$ cat config.mk
export PLATFORM = sky130hd
export DESIGN_NAME = addr_stack_ctrl
export DESIGN_NICKNAME = d
export VERILOG_FILES = /design/src/rtl/addr_stack_pkg.sv /design/src/rtl/addr_stack_ptr.sv /design/src/rtl/addr_stack_ctrl.sv
export SDC_FILE = /design/constraint.sdc
export NUM_CORES = 1
export LEC_CHECK = 0
export CORE_ASPECT_RATIO = 1.75
export CORE_MARGIN = 1.5
export CORE_UTILIZATION = 44
export DETAILED_ROUTE_END_ITERATION = 8
export PLACE_DENSITY = 0.72
export SLEW_MARGIN = 5
export SYNTH_ARGS = -nofsm -noshare
export SYNTH_HDL_FRONTEND = slang
export SYNTH_SLANG_ARGS = --single-unit
export TNS_END_PERCENT = 20
$ cat constraint.sdc
create_clock -name clock -period 1.8 [get_ports clock]
set_clock_uncertainty 0.15 [all_clocks]
set_input_delay 0.27 -clock clock [delete_from_list [all_inputs] [get_ports clock]]
set_output_delay 0.27 -clock clock [all_outputs]
set_load 0.01 [all_outputs]
$ cat src/rtl/addr_stack_pkg.sv
// -----------------------------------------------------------------------------
// addr_stack_pkg
// Shared types and default sizes for the 4004 address-stack controller.
//   cmd_e   : 3-bit sequencer opcode (codes 5-7 are unused and act as NOP)
//   state_e : controller FSM state
// Optional feature macro used by the slice: ADDR_STACK_DEPTH_CHECK_EN
// -----------------------------------------------------------------------------
package addr_stack_pkg;

    localparam int DEF_ADDR_W = 12;  // PC and stack entry width
    localparam int DEF_PTR_W  = 2;   // stack pointer width (RAM depth 4)

    typedef enum logic [2:0] {
        CMD_NOP  = 3'd0,
        CMD_INC  = 3'd1,
        CMD_LOAD = 3'd2,
        CMD_PUSH = 3'd3,
        CMD_POP  = 3'd4
    } cmd_e;

    typedef enum logic [1:0] {
        ST_IDLE    = 2'd0,
        ST_PUSH_WR = 2'd1,
        ST_POP_RD  = 2'd2,
        ST_POP_CAP = 2'd3
    } state_e;

endpackage

$ cat src/rtl/addr_stack_ptr.sv
// -----------------------------------------------------------------------------
// addr_stack_ptr
// Stack pointer for the address-stack RAM plus optional nesting-depth tracking.
// Ports:
//   clock, reset     : clock, asynchronous active-high reset
//   inc_i            : push committed this cycle (pointer advances)
//   dec_i            : pop committed this cycle (pointer retreats)
//   sp_o             : current pointer (next free entry)
//   sp_m1_o          : pointer minus one (most recent entry)
//   ovf_o / unf_o    : sticky overflow / underflow flags
// Macro ADDR_STACK_DEPTH_CHECK_EN: when defined, a depth counter drives the
// flags; when undefined, the flags are tied low. The pointer always wraps.
// -----------------------------------------------------------------------------
module addr_stack_ptr #(
    parameter int PTR_W  = 2,
    parameter int LEVELS = 3
) (
    input  logic             clock,
    input  logic             reset,
    input  logic             inc_i,
    input  logic             dec_i,
    output logic [PTR_W-1:0] sp_o,
    output logic [PTR_W-1:0] sp_m1_o,
    output logic             ovf_o,
    output logic             unf_o
);

    logic [PTR_W-1:0] sp_q;

    // NOTE: sequential state is updated with non-blocking assignments only, so
    // every flop samples the pre-edge value of every other flop.
    always_ff @(posedge clock or posedge reset) begin
        if (reset) begin
            sp_q <= '0;
        end else if (inc_i) begin
            sp_q <= sp_q + PTR_W'(1);
        end else if (dec_i) begin
            sp_q <= sp_q - PTR_W'(1);
        end
    end

    assign sp_o    = sp_q;
    assign sp_m1_o = sp_q - PTR_W'(1);

`ifdef ADDR_STACK_DEPTH_CHECK_EN
    localparam int DEPTH_W = $clog2(LEVELS + 1);

    logic [DEPTH_W-1:0] depth_q;
    logic               ovf_q;
    logic               unf_q;

    // Depth saturates at both ends; the offending push/pop still moves the
    // pointer (wrap/stale read), it only raises the sticky flag.
    always_ff @(posedge clock or posedge reset) begin
        if (reset) begin
            depth_q <= '0;
            ovf_q   <= 1'b0;
            unf_q   <= 1'b0;
        end else if (inc_i) begin
            if (depth_q == DEPTH_W'(LEVELS)) begin
                ovf_q <= 1'b1;
            end else begin
                depth_q <= depth_q + DEPTH_W'(1);
            end
        end else if (dec_i) begin
            if (depth_q == '0) begin
                unf_q <= 1'b1;
            end else begin
                depth_q <= depth_q - DEPTH_W'(1);
            end
        end
    end

    assign ovf_o = ovf_q;
    assign unf_o = unf_q;
`else
    // Depth tracking is compiled out; LEVELS only matters for the checked build.
    localparam int unused_levels = LEVELS;

    assign ovf_o = 1'b0;
    assign unf_o = 1'b0;
`endif

endmodule

$ cat src/rtl/addr_stack_ctrl.sv
// -----------------------------------------------------------------------------
// addr_stack_ctrl
// Controller for the 4-entry x 12-bit synchronous address-stack RAM of the
// 4004 core. Owns the live PC (shadow register) and the stack pointer, and
// executes INC / LOAD / PUSH (JMS) / POP (BBL) commands from the sequencer.
// Ports:
//   clock, reset           : clock, asynchronous active-high reset
//   cmd_valid/cmd_ready    : command handshake (ready only in IDLE)
//   cmd_op, cmd_target     : opcode (addr_stack_pkg::cmd_e) and LOAD/PUSH target
//   pc_out                 : current program counter
//   mem_addr, mem_wdata    : RAM address / write data
//   mem_wren, mem_sel      : RAM write enable / output select (never both 1)
//   mem_rdata              : RAM read data, valid one cycle after the address edge
//   stack_ovf, stack_unf   : sticky overflow / underflow flags
// Macro ADDR_STACK_DEPTH_CHECK_EN enables depth tracking and the flags.
// -----------------------------------------------------------------------------
module addr_stack_ctrl
    import addr_stack_pkg::*;
#(
    parameter int ADDR_W     = DEF_ADDR_W,
    parameter int PTR_W      = DEF_PTR_W,
    parameter int LEVELS     = 3,
    parameter int RET_OFFSET = 2
) (
    input  logic              clock,
    input  logic              reset,
    input  logic              cmd_valid,
    output logic              cmd_ready,
    input  logic [2:0]        cmd_op,
    input  logic [ADDR_W-1:0] cmd_target,
    output logic [ADDR_W-1:0] pc_out,
    output logic [PTR_W-1:0]  mem_addr,
    output logic [ADDR_W-1:0] mem_wdata,
    output logic              mem_wren,
    output logic              mem_sel,
    input  logic [ADDR_W-1:0] mem_rdata,
    output logic              stack_ovf,
    output logic              stack_unf
);

    state_e            state_q, state_d;
    logic [ADDR_W-1:0] pc_q,  pc_d;
    logic [ADDR_W-1:0] ret_q, ret_d;   // return address latched at PUSH accept
    logic [ADDR_W-1:0] tgt_q, tgt_d;   // jump target latched at PUSH accept
    logic              push_done;
    logic              pop_done;
    logic [PTR_W-1:0]  sp;
    logic [PTR_W-1:0]  sp_m1;

    addr_stack_ptr #(
        .PTR_W  (PTR_W),
        .LEVELS (LEVELS)
    ) u_ptr (
        .clock   (clock),
        .reset   (reset),
        .inc_i   (push_done),
        .dec_i   (pop_done),
        .sp_o    (sp),
        .sp_m1_o (sp_m1),
        .ovf_o   (stack_ovf),
        .unf_o   (stack_unf)
    );

    // NOTE: every signal assigned here gets a default first, so no path can
    // leave it unassigned and infer a latch.
    always_comb begin
        state_d   = state_q;
        pc_d      = pc_q;
        ret_d     = ret_q;
        tgt_d     = tgt_q;
        push_done = 1'b0;
        pop_done  = 1'b0;

        case (state_q)
            ST_IDLE: begin
                if (cmd_valid) begin
                    case (cmd_e'(cmd_op))
                        CMD_INC:  pc_d = pc_q + ADDR_W'(1);
                        CMD_LOAD: pc_d = cmd_target;
                        CMD_PUSH: begin
                            ret_d   = pc_q + ADDR_W'(RET_OFFSET);
                            tgt_d   = cmd_target;
                            state_d = ST_PUSH_WR;
                        end
                        CMD_POP:  state_d = ST_POP_RD;
                        default:  ;  // NOP and unused codes 5-7
                    endcase
                end
            end
            ST_PUSH_WR: begin
                pc_d      = tgt_q;
                push_done = 1'b1;
                state_d   = ST_IDLE;
            end
            ST_POP_RD: begin
                state_d = ST_POP_CAP;
            end
            ST_POP_CAP: begin
                // RAM data for the address driven in POP_RD is valid now.
                pc_d     = mem_rdata;
                pop_done = 1'b1;
                state_d  = ST_IDLE;
            end
            default: state_d = ST_IDLE;
        endcase
    end

    always_ff @(posedge clock or posedge reset) begin
        if (reset) begin
            state_q <= ST_IDLE;
            pc_q    <= '0;
            ret_q   <= '0;
            tgt_q   <= '0;
        end else begin
            state_q <= state_d;
            pc_q    <= pc_d;
            ret_q   <= ret_d;
            tgt_q   <= tgt_d;
        end
    end

    // RAM interface decodes straight from the registered state, so an
    // asynchronous reset drops wren/sel in the same instant.
    assign cmd_ready = (state_q == ST_IDLE);
    assign mem_wren  = (state_q == ST_PUSH_WR);
    assign mem_sel   = (state_q == ST_POP_RD) || (state_q == ST_POP_CAP);
    assign mem_addr  = mem_wren ? sp    :
                       mem_sel  ? sp_m1 : '0;
    assign mem_wdata = mem_wren ? ret_q : '0;
    assign pc_out    = pc_q;

endmodule

==> results.json, run 1 <==
{
  "synthesized_netlist_cell_count": 252,
  "p_leak_nw": 1.460,
  "holdWs_ps": 143.2,
  "p_int_mw": 3.262,
  "antenna_found_initial": 0,
  "yosys_register_bits": 40,
  "combinationalPowerShare": 0.527,
  "tritoncts": "built",
  "num_vias": 2089,
  "dieArea_um2": 5888,
  "grt_max_degree": 24,
  "die_x_um": 58.65,
  "setup-violations-final": 0,
  "clock-sinks": 40,
  "worst_voltage_drop_across_the_vdd_grid_mv": 0.7885,
  "share_seq_of_total_power": 0.333,
  "critical_path.max_fanout": 16,
  "cts.clk_slew.worst_paths_ps": 80,
  "drc": 0,
  "post_route_cells_drive_above_1_share": 0.2652,
  "post-cts-setup-buffer-count": 0,
  "clock-root-buffer": "sky130_fd_sc_hd__clkbuf_8",
  "pre_cts_slack_ps": -295.5,
  "first_pass_grt_wire_length_mm": 9.252,
  "grt_overflow_total": 0,
  "residual_antenna_violating_net_count_after_detailed_routing": 0,
  "cts_buffer_depth": 2,
  "setup_slack_ps": 29.32,
  "finalCriticalPeriod_ps": 1771,
  "die_h_um": 100.4,
  "yosysTopAreaCell": "sky130_fd_sc_hd__dfrtp_1",
  "max-cap-violations": 0,
  "fmax_ghz": 0.5648,
  "area_growth_syn_to_layout_pct": 38.41,
  "clock_tree.htree_level_count": 2,
  "synth-seq-area-share": 0.4197,
  "dr.pass1.iters": 4,
  "min-delay-path-class": "in2async",
  "vias_per_cell": 5.454,
  "buffer_ports.inserted": 58,
  "ios": 61,
  "timing.setup.critical_path_class": "in2reg",
  "min_period_over_period": 0.9837,
  "setup_repair_after_global_routing_missed_its_margin": "true",
  "power_switching_mw": 2.000,
  "synth.avg_cell_area_um2": 9.463,
  "async_flop_share": 1.000,
  "syn_area_um2": 2385,
  "synth-edff-count": 0,
  "power_switching_share": 0.3801,
  "crit_path_start_kind": "primary input",
  "fp-row-count": 35,
  "report.final.hold_viol_count": 0,
  "routed_wire_length_per_instance_um": 14.83,
  "cp-end-kind": "flip-flop",
  "core-area_um2": 5255,
  "clock_latency_ps": 300,
  "initial_standard_cell_utilization_of_the_core": 0.4538,
  "timing.critical_path.arrival_ps": 1830,
  "synth_top_flop_cell": "sky130_fd_sc_hd__dfrtp_1",
  "synth_top_area_share": 0.4197,
  "drv_slew": 0,
  "place.gp.congestion": 0.8067,
  "worstPathRequired_ps": 1860,
  "num-nets-final": 359,
  "place_hpwl_mm": 4.197,
  "total_grt_usage": 0.2029,
  "first_global_vias": 2118,
  "yosys_warnings": 0,
  "cts_buffers": 5,
  "area_of_all_placed_cells_without_fillers_um2": 3301,
  "drt_iter0_markers": 45,
  "run_status": "finished clean",
  "num_antenna_cells": 0,
  "power.density_nw_per_um2": 1594,
  "totalWireLength_mm": 5.681,
  "synth_cell_types": 42,
  "dpl_cell_area_um2": 3186,
  "netlist_top_cells_area": "sky130_fd_sc_hd__dfrtp_1 42%, sky130_fd_sc_hd__mux2_2 9.0%, sky130_fd_sc_hd__xor2_1 5.1%",
  "share_clk_of_total_power": 0.139
}
## per-stage QoR
stage / instances / setup TNS [ps] / utilization / power, mW
after CTS: 383 / -9.698 / 0.6286 / 5.257
after floorplan: 253 / 0 / - / 3.339
after global routing: 383 / -44.68 / 0.6281 / 5.641
final: 383 / 0 / 0.6281 / 5.262
after detailed placement: 374 / -5793 / 0.6062 / 4.521
after global placement: 374 / -4747 / 0.6062 / 4.434
## area by class of cell
class / count / area (um^2)
multi-input cells: 187 / 1291
well taps: 55 / 68.82
clock buffers: 6 / 72.57
clock inverters: 2 / 35.03
flip-flops and latches: 40 / 1008
inverters: 3 / 11.26
fillers: 465 / 1954
repair buffers: 90 / 813.3
## worst max-delay path, stage by stage
cell                              delay (ps)
sky130_fd_sc_hd__clkdlybuf4s50_1         460
sky130_fd_sc_hd__or3b_1                  360
sky130_fd_sc_hd__buf_6                   170
sky130_fd_sc_hd__buf_4                   150
sky130_fd_sc_hd__a211o_1                 260
sky130_fd_sc_hd__a21oi_1                 150
## sequential cells by signal (all words and copies together) (netlist names)
register    flops
u_ptr.sp_o      2
ret_q          12
tgt_q          12
state_q         2
pc_out         12
## synthesized netlist by cell type (2+ instances only)
library cell	count
sky130_fd_sc_hd__a311oi_1	2
sky130_fd_sc_hd__nor3_1	3
sky130_fd_sc_hd__a211o_1	2
sky130_fd_sc_hd__nand4_1	7
sky130_fd_sc_hd__nand3_1	2
sky130_fd_sc_hd__buf_2	9
sky130_fd_sc_hd__o21ba_2	3
sky130_fd_sc_hd__a21oi_1	8
sky130_fd_sc_hd__nand2_1	24
sky130_fd_sc_hd__and2_1	14
sky130_fd_sc_hd__o21ai_1	2
sky130_fd_sc_hd__mux2_2	19
sky130_fd_sc_hd__buf_4	2
sky130_fd_sc_hd__mux2i_1	11
sky130_fd_sc_hd__o21ai_0	21
sky130_fd_sc_hd__a31oi_1	5
sky130_fd_sc_hd__nor2_1	19
sky130_fd_sc_hd__a211oi_1	2
sky130_fd_sc_hd__nand2b_1	2
sky130_fd_sc_hd__ha_1	2
sky130_fd_sc_hd__dfrtp_1	40
sky130_fd_sc_hd__inv_1	3
sky130_fd_sc_hd__o32a_1	5
sky130_fd_sc_hd__and3_1	3
sky130_fd_sc_hd__clkbuf_1	10
sky130_fd_sc_hd__xor2_1	14
sky130_fd_sc_hd__nor2b_1	2
sky130_fd_sc_hd__xnor2_1	2
## repair_timing
action	in CTS	in global routing
hold buffers	0	0
endpoints found under the setup margin	21	23
cloned	1	0
endpoints found under the hold margin	0	0
gates resized for setup	32	38
pin swaps	1	0
## cells by family after synthesis
kind of cell             count (synthesis)  synth area share
AND/OR/NAND/NOR                         82            0.1716
AO/OA/AOI/OAI                           55            0.1501
other                                    1          0.001572
XOR/XNOR                                16           0.05876
flip-flops                              40            0.4197
adder cells (fa/ha/maj)                  2           0.01049
multiplexers                            30            0.1359
buffers and inverters                   26           0.05194
## final timing paths
| path | startpoint | slack [ps] | cells past startpoint | endpoint |
|---|---|---|---|---|
| min in group clock | ret_q[11]$_DFFE_PP0P_ | 330 | 2 | ret_q[11]$_DFFE_PP0P_ |
| setup / recovery | cmd_op[1] | 30 | 6 | pc_out[3]$_DFFE_PP0P_ |
| setup reg to reg | pc_out[1]$_DFFE_PP0P_ | 60 | 5 | pc_out[10]$_DFFE_PP0P_ |
| hold reg to reg | ret_q[11]$_DFFE_PP0P_ | 330 | 2 | ret_q[11]$_DFFE_PP0P_ |
| max in group asynchronous | reset | 840 | 3 | pc_out[7]$_DFFE_PP0P_ |
| hold / removal | reset | 140 | 2 | ret_q[0]$_DFFE_PP0P_ |
## layout by cell type, fill, tap and decap left out, types with 4 or more instances in the layout
cell type	netlist	final
sky130_fd_sc_hd__clkbuf_2	0	11
sky130_fd_sc_hd__a21oi_1	8	8
sky130_fd_sc_hd__dlygate4sd2_1	0	4
sky130_fd_sc_hd__dfrtp_2	0	6
sky130_fd_sc_hd__o32a_1	5	5
sky130_fd_sc_hd__and2_1	14	14
sky130_fd_sc_hd__clkbuf_8	0	5
sky130_fd_sc_hd__nand4_1	7	7
sky130_fd_sc_hd__mux2i_1	11	8
sky130_fd_sc_hd__mux2_2	19	19
sky130_fd_sc_hd__buf_6	1	4
sky130_fd_sc_hd__xor2_1	14	14
sky130_fd_sc_hd__buf_4	2	25
sky130_fd_sc_hd__a31oi_1	5	5
sky130_fd_sc_hd__dfrtp_1	40	34
sky130_fd_sc_hd__nor2_1	19	17
sky130_fd_sc_hd__nand2_1	24	24
sky130_fd_sc_hd__o21ai_0	21	20
sky130_fd_sc_hd__clkdlybuf4s50_1	0	38
## power groups by stage
stage | clock network (mW) | registers, mW | logic [mW]
floorplan | 0 | 1.69 | 1.65
global placement | 0 | 1.72 | 2.71
detailed placement | 0 | 1.74 | 2.78
CTS | 0.746 | 1.74 | 2.77
global route | 0.776 | 1.82 | 3.04
finish | 0.733 | 1.75 | 2.78
## layer usage
layer | vias to the layer above | wire length, um | track usage
met5 | - | 0 | 0
met4 | 0 | 102 | 0.08217
met3 | 9 | 196 | 0.03479
met2 | 53 | 3130 | 0.3725
met1 | 993 | 2252 | 0.2230
li1 | 1034 | - | -
No activity file was read; power rests on OpenSTA's default activity.
==> inputs of run 2 (changes only) <==
ABC_AREA = 1   (was unset)
CORE_UTILIZATION = 45   (was 44)
PLACE_DENSITY = 0.73   (was 0.72)
==> run 2 against run 1 <==
  * Register-to-register slack improved by 80 ps
  * Count of clock-buffer cells in the layout rose by 1
  * Non-clock buffer count fell by 10
  * Synthesized cell count rose by 39%
  * Maximum frequency fell by 0.13%
  * Setup slack got worse by 2.4 ps
  * Total power fell by 3.8%
  * Cell count rose by 24%
  * First-iteration DRC count rose by 44%
  * Die area rose by 0.14%
  * Sequential cell count did not move
  * Largest power group unchanged
==> results.json, run 2 <==
{
  "run_status": "finished clean",
  "report.final.hold_viol_count": 0,
  "tritoncts": "built",
  "drv_slew": 0,
  "area_growth_syn_to_layout_pct": 32.53,
  "num_vias": 2409,
  "combinationalPowerShare": 0.539,
  "clock-root-buffer": "sky130_fd_sc_hd__clkbuf_8",
  "clock_latency_ps": 290,
  "critical_path.max_fanout": 13,
  "synthesized_netlist_cell_count": 351,
  "worst_voltage_drop_across_the_vdd_grid_mv": 0.6998,
  "synth_cell_types": 30,
  "synth-seq-area-share": 0.4098,
  "die_x_um": 58.69,
  "most_frequent_cells_in_the_layout": "86 x sky130_fd_sc_hd__nand2_1, 48 x sky130_fd_sc_hd__nor2_1, 39 x sky130_fd_sc_hd__clkdlybuf4s50_1, 36 x sky130_fd_sc_hd__inv_1, 36 x sky130_fd_sc_hd__dfrtp_1",
  "setup_repair_after_global_routing_missed_its_margin": "true",
  "synth_most_common_cell": "sky130_fd_sc_hd__nand2_1",
  "synth_top_area_share": 0.4098,
  "finalPower_mw": 5.061,
  "fp-row-count": 35,
  "synth.top_cells.by_count": "86 x sky130_fd_sc_hd__nand2_1, 50 x sky130_fd_sc_hd__nor2_1, 40 x sky130_fd_sc_hd__dfrtp_1",
  "first_pass_grt_wire_length_mm": 9.977,
  "num-nets-final": 453,
  "post_synth_xor_area_fraction": 0.03586,
  "share_clk_of_total_power": 0.127,
  "netlist_top_cells_area": "sky130_fd_sc_hd__dfrtp_1 41%, sky130_fd_sc_hd__nand2_1 13%, sky130_fd_sc_hd__nor2_1 7.7%",
  "die_h_um": 100.5,
  "p_leak_nw": 1.655,
  "dieArea_um2": 5896,
  "setup-violations-final": 0,
  "area_of_all_placed_cells_without_fillers_um2": 3237,
  "cts_buffers": 5,
  "residual_antenna_violating_net_count_after_detailed_routing": 0,
  "critical-path-max-stage-delay_ps": 400,
  "min_period_over_period": 0.9850,
  "place_hpwl_mm": 4.469,
  "p_int_mw": 2.905,
  "yosys_warnings": 0,
  "timing.setup.critical_path_class": "reg2out",
  "cts_buffer_depth": 2,
  "power_switching_mw": 2.156,
  "syn_area_um2": 2442,
  "async_flop_share": 1.000,
  "drt_iter0_markers": 65,
  "ios": 61,
  "num_antenna_cells": 0,
  "holdWs_ps": 179.7,
  "synth_top_family_by_area": "simple AND/OR/NAND/NOR gates",
  "drc": 0,
  "antenna_found_initial": 0,
  "cp-end-kind": "output port",
  "placed_cells": 468,
  "buffer_ports.inserted": 58,
  "vias_per_cell": 5.061,
  "synth-edff-count": 0,
  "synth_adder_area_share": 0.01025,
  "worstPathRequired_ps": 1380,
  "synth-simple-area-share": 0.2930,
  "routed_wire_length_per_instance_um": 12.39,
  "total_grt_usage": 0.2129,
  "dr.pass1.iters": 5,
  "finalCriticalPeriod_ps": 1773,
  "cts-hold-fix-buffers": 0,
  "first_global_vias": 2260,
  "finalSetupTns_ps": 0,
  "yosys_register_bits": 40,
  "post_route_cells_drive_above_1_share": 0.1449,
  "initial_standard_cell_utilization_of_the_core": 0.4648,
  "grt_overflow_total": 0,
  "yosysTopAreaCell": "sky130_fd_sc_hd__dfrtp_1",
  "totalWireLength_mm": 5.898,
  "core-area_um2": 5255,
  "synth.avg_cell_area_um2": 6.958,
  "crit_path_start_kind": "flip-flop",
  "synth_top_flop_cell": "sky130_fd_sc_hd__dfrtp_1",
  "share_seq_of_total_power": 0.335,
  "synth_compound_area_frac": 0.1450,
  "min-delay-path-class": "in2async",
  "critical-path-slowest-cell": "sky130_fd_sc_hd__dfrtp_1",
  "power.density_nw_per_um2": 1563,
  "fmax_ghz": 0.5640,
  "dpl_cell_area_um2": 3177,
  "max-cap-violations": 0,
  "fin_cells": 476,
  "clock_tree.htree_level_count": 2,
  "mostFrequentLayoutCell": "sky130_fd_sc_hd__nand2_1",
  "power_switching_share": 0.4260,
  "clock-sinks": 40,
  "cts.clk_slew.worst_paths_ps": 70,
  "critical_path.cell_chain": "inv_2 -> nand2_1 -> buf_4 -> nor2_2 -> clkdlybuf4s15_2",
  "yosys-mux-area-fraction": 0,
  "place.gp.congestion": 0.8028,
  "timing.critical_path.arrival_ps": 1350,
  "grt_max_degree": 41
}
run 2: cell types whose count changed after synthesis, moves of 6 or more:
cell	delta
sky130_fd_sc_hd__o21ai_1	+16
sky130_fd_sc_hd__nand3_1	+26
sky130_fd_sc_hd__mux2i_1	-11
sky130_fd_sc_hd__inv_1	+33
sky130_fd_sc_hd__mux2_2	-19
sky130_fd_sc_hd__nor2_1	+31
sky130_fd_sc_hd__nand2_1	+62
sky130_fd_sc_hd__nand4_1	-6
sky130_fd_sc_hd__and2_1	-14
sky130_fd_sc_hd__a21oi_1	+15
run 2: cell families after synthesis:
logic type / after synthesis
AOI/OAI and AO/OA: 66
xor gates and xnor gates: 10
adders and majority gates: 2
buffers and inverters: 59
DFF: 40
other: 1
and+or+nand+nor: 173
run 2: repair_timing:
action | CTS | global route
resized for setup | 27 | 31
endpoints found under the setup margin | 18 | 24
setup buffers | 1 | 0
run 2: stage by stage:
stage	worst slack [ps]	util
2_1_floorplan	241.0	-
3_3_place_gp	-46.55	0.6045
3_5_place_dp	-81.60	0.6045
4_1_cts	-15.95	0.6198
5_1_grt	-26.55	0.6160
6_report	26.94	0.6160
run 2: final timing paths:
check / end / slack, ps / start / cells past startpoint
min in group clock: ret_q[9]$_DFFE_PP0P_ / 340 / ret_q[9]$_DFFE_PP0P_ / 2
hold reg to reg: ret_q[9]$_DFFE_PP0P_ / 340 / ret_q[9]$_DFFE_PP0P_ / 2
setup reg to reg: ret_q[11]$_DFFE_PP0P_ / 140 / state_q[1]$_DFFE_PP0P_ / 7
hold / removal: pc_out[2]$_DFFE_PP0P_ / 180 / reset / 3
setup / recovery: mem_wdata[2] / 30 / state_q[1]$_DFFE_PP0P_ / 5
max in group asynchronous: pc_out[9]$_DFFE_PP0P_ / 1110 / reset / 3
run 2: critical path: cells and delay by family (launching register included):
family,cells,cell delay (ps)
simple gates,2,180
flops,1,400
buf+inv,3,490
run 2: metal layers:
| metal | global-route usage | share of wire | vias up |
|---|---|---|---|
| met5 | 0 | 0 | - |
| li1 | - | - | 1240 |
| met1 | 0.2576 | 0.42 | 1098 |
| met4 | 0.08217 | 0.014 | 0 |
| met2 | 0.3742 | 0.53 | 64 |
| met3 | 0.02824 | 0.033 | 7 |
run 2: final cells by class:
class	instances	area [um^2]
sequential	40	1006
inverter	41	153.9
multi-input combinational	253	1200
tap	55	68.82
fill	508	2018
clock buffer	7	96.34
timing repair buffer	80	711.9
run 2: power by group through the flow:
| stage | clock network, mW | registers (mW) | logic (mW) |
|---|---|---|---|
| after floorplan | 0 | 1.70 | 1.63 |
| after global placement | 0 | 1.68 | 2.74 |
| after detailed placement | 0 | 1.69 | 2.80 |
| after CTS | 0.647 | 1.68 | 2.73 |
| after global routing | 0.687 | 1.75 | 3.05 |
| final | 0.641 | 1.69 | 2.73 |
==> inputs of run 3 (changes only) <==
ABC_AREA = 0   (was 1)
CORE_UTILIZATION = 44   (was 45)
GPL_ROUTABILITY_DRIVEN = 0   (was unset)
PLACE_DENSITY = 0.72   (was 0.73)
==> results of run 3 <==
The final DEF is identical to that of run 1; final timing and power are the same.
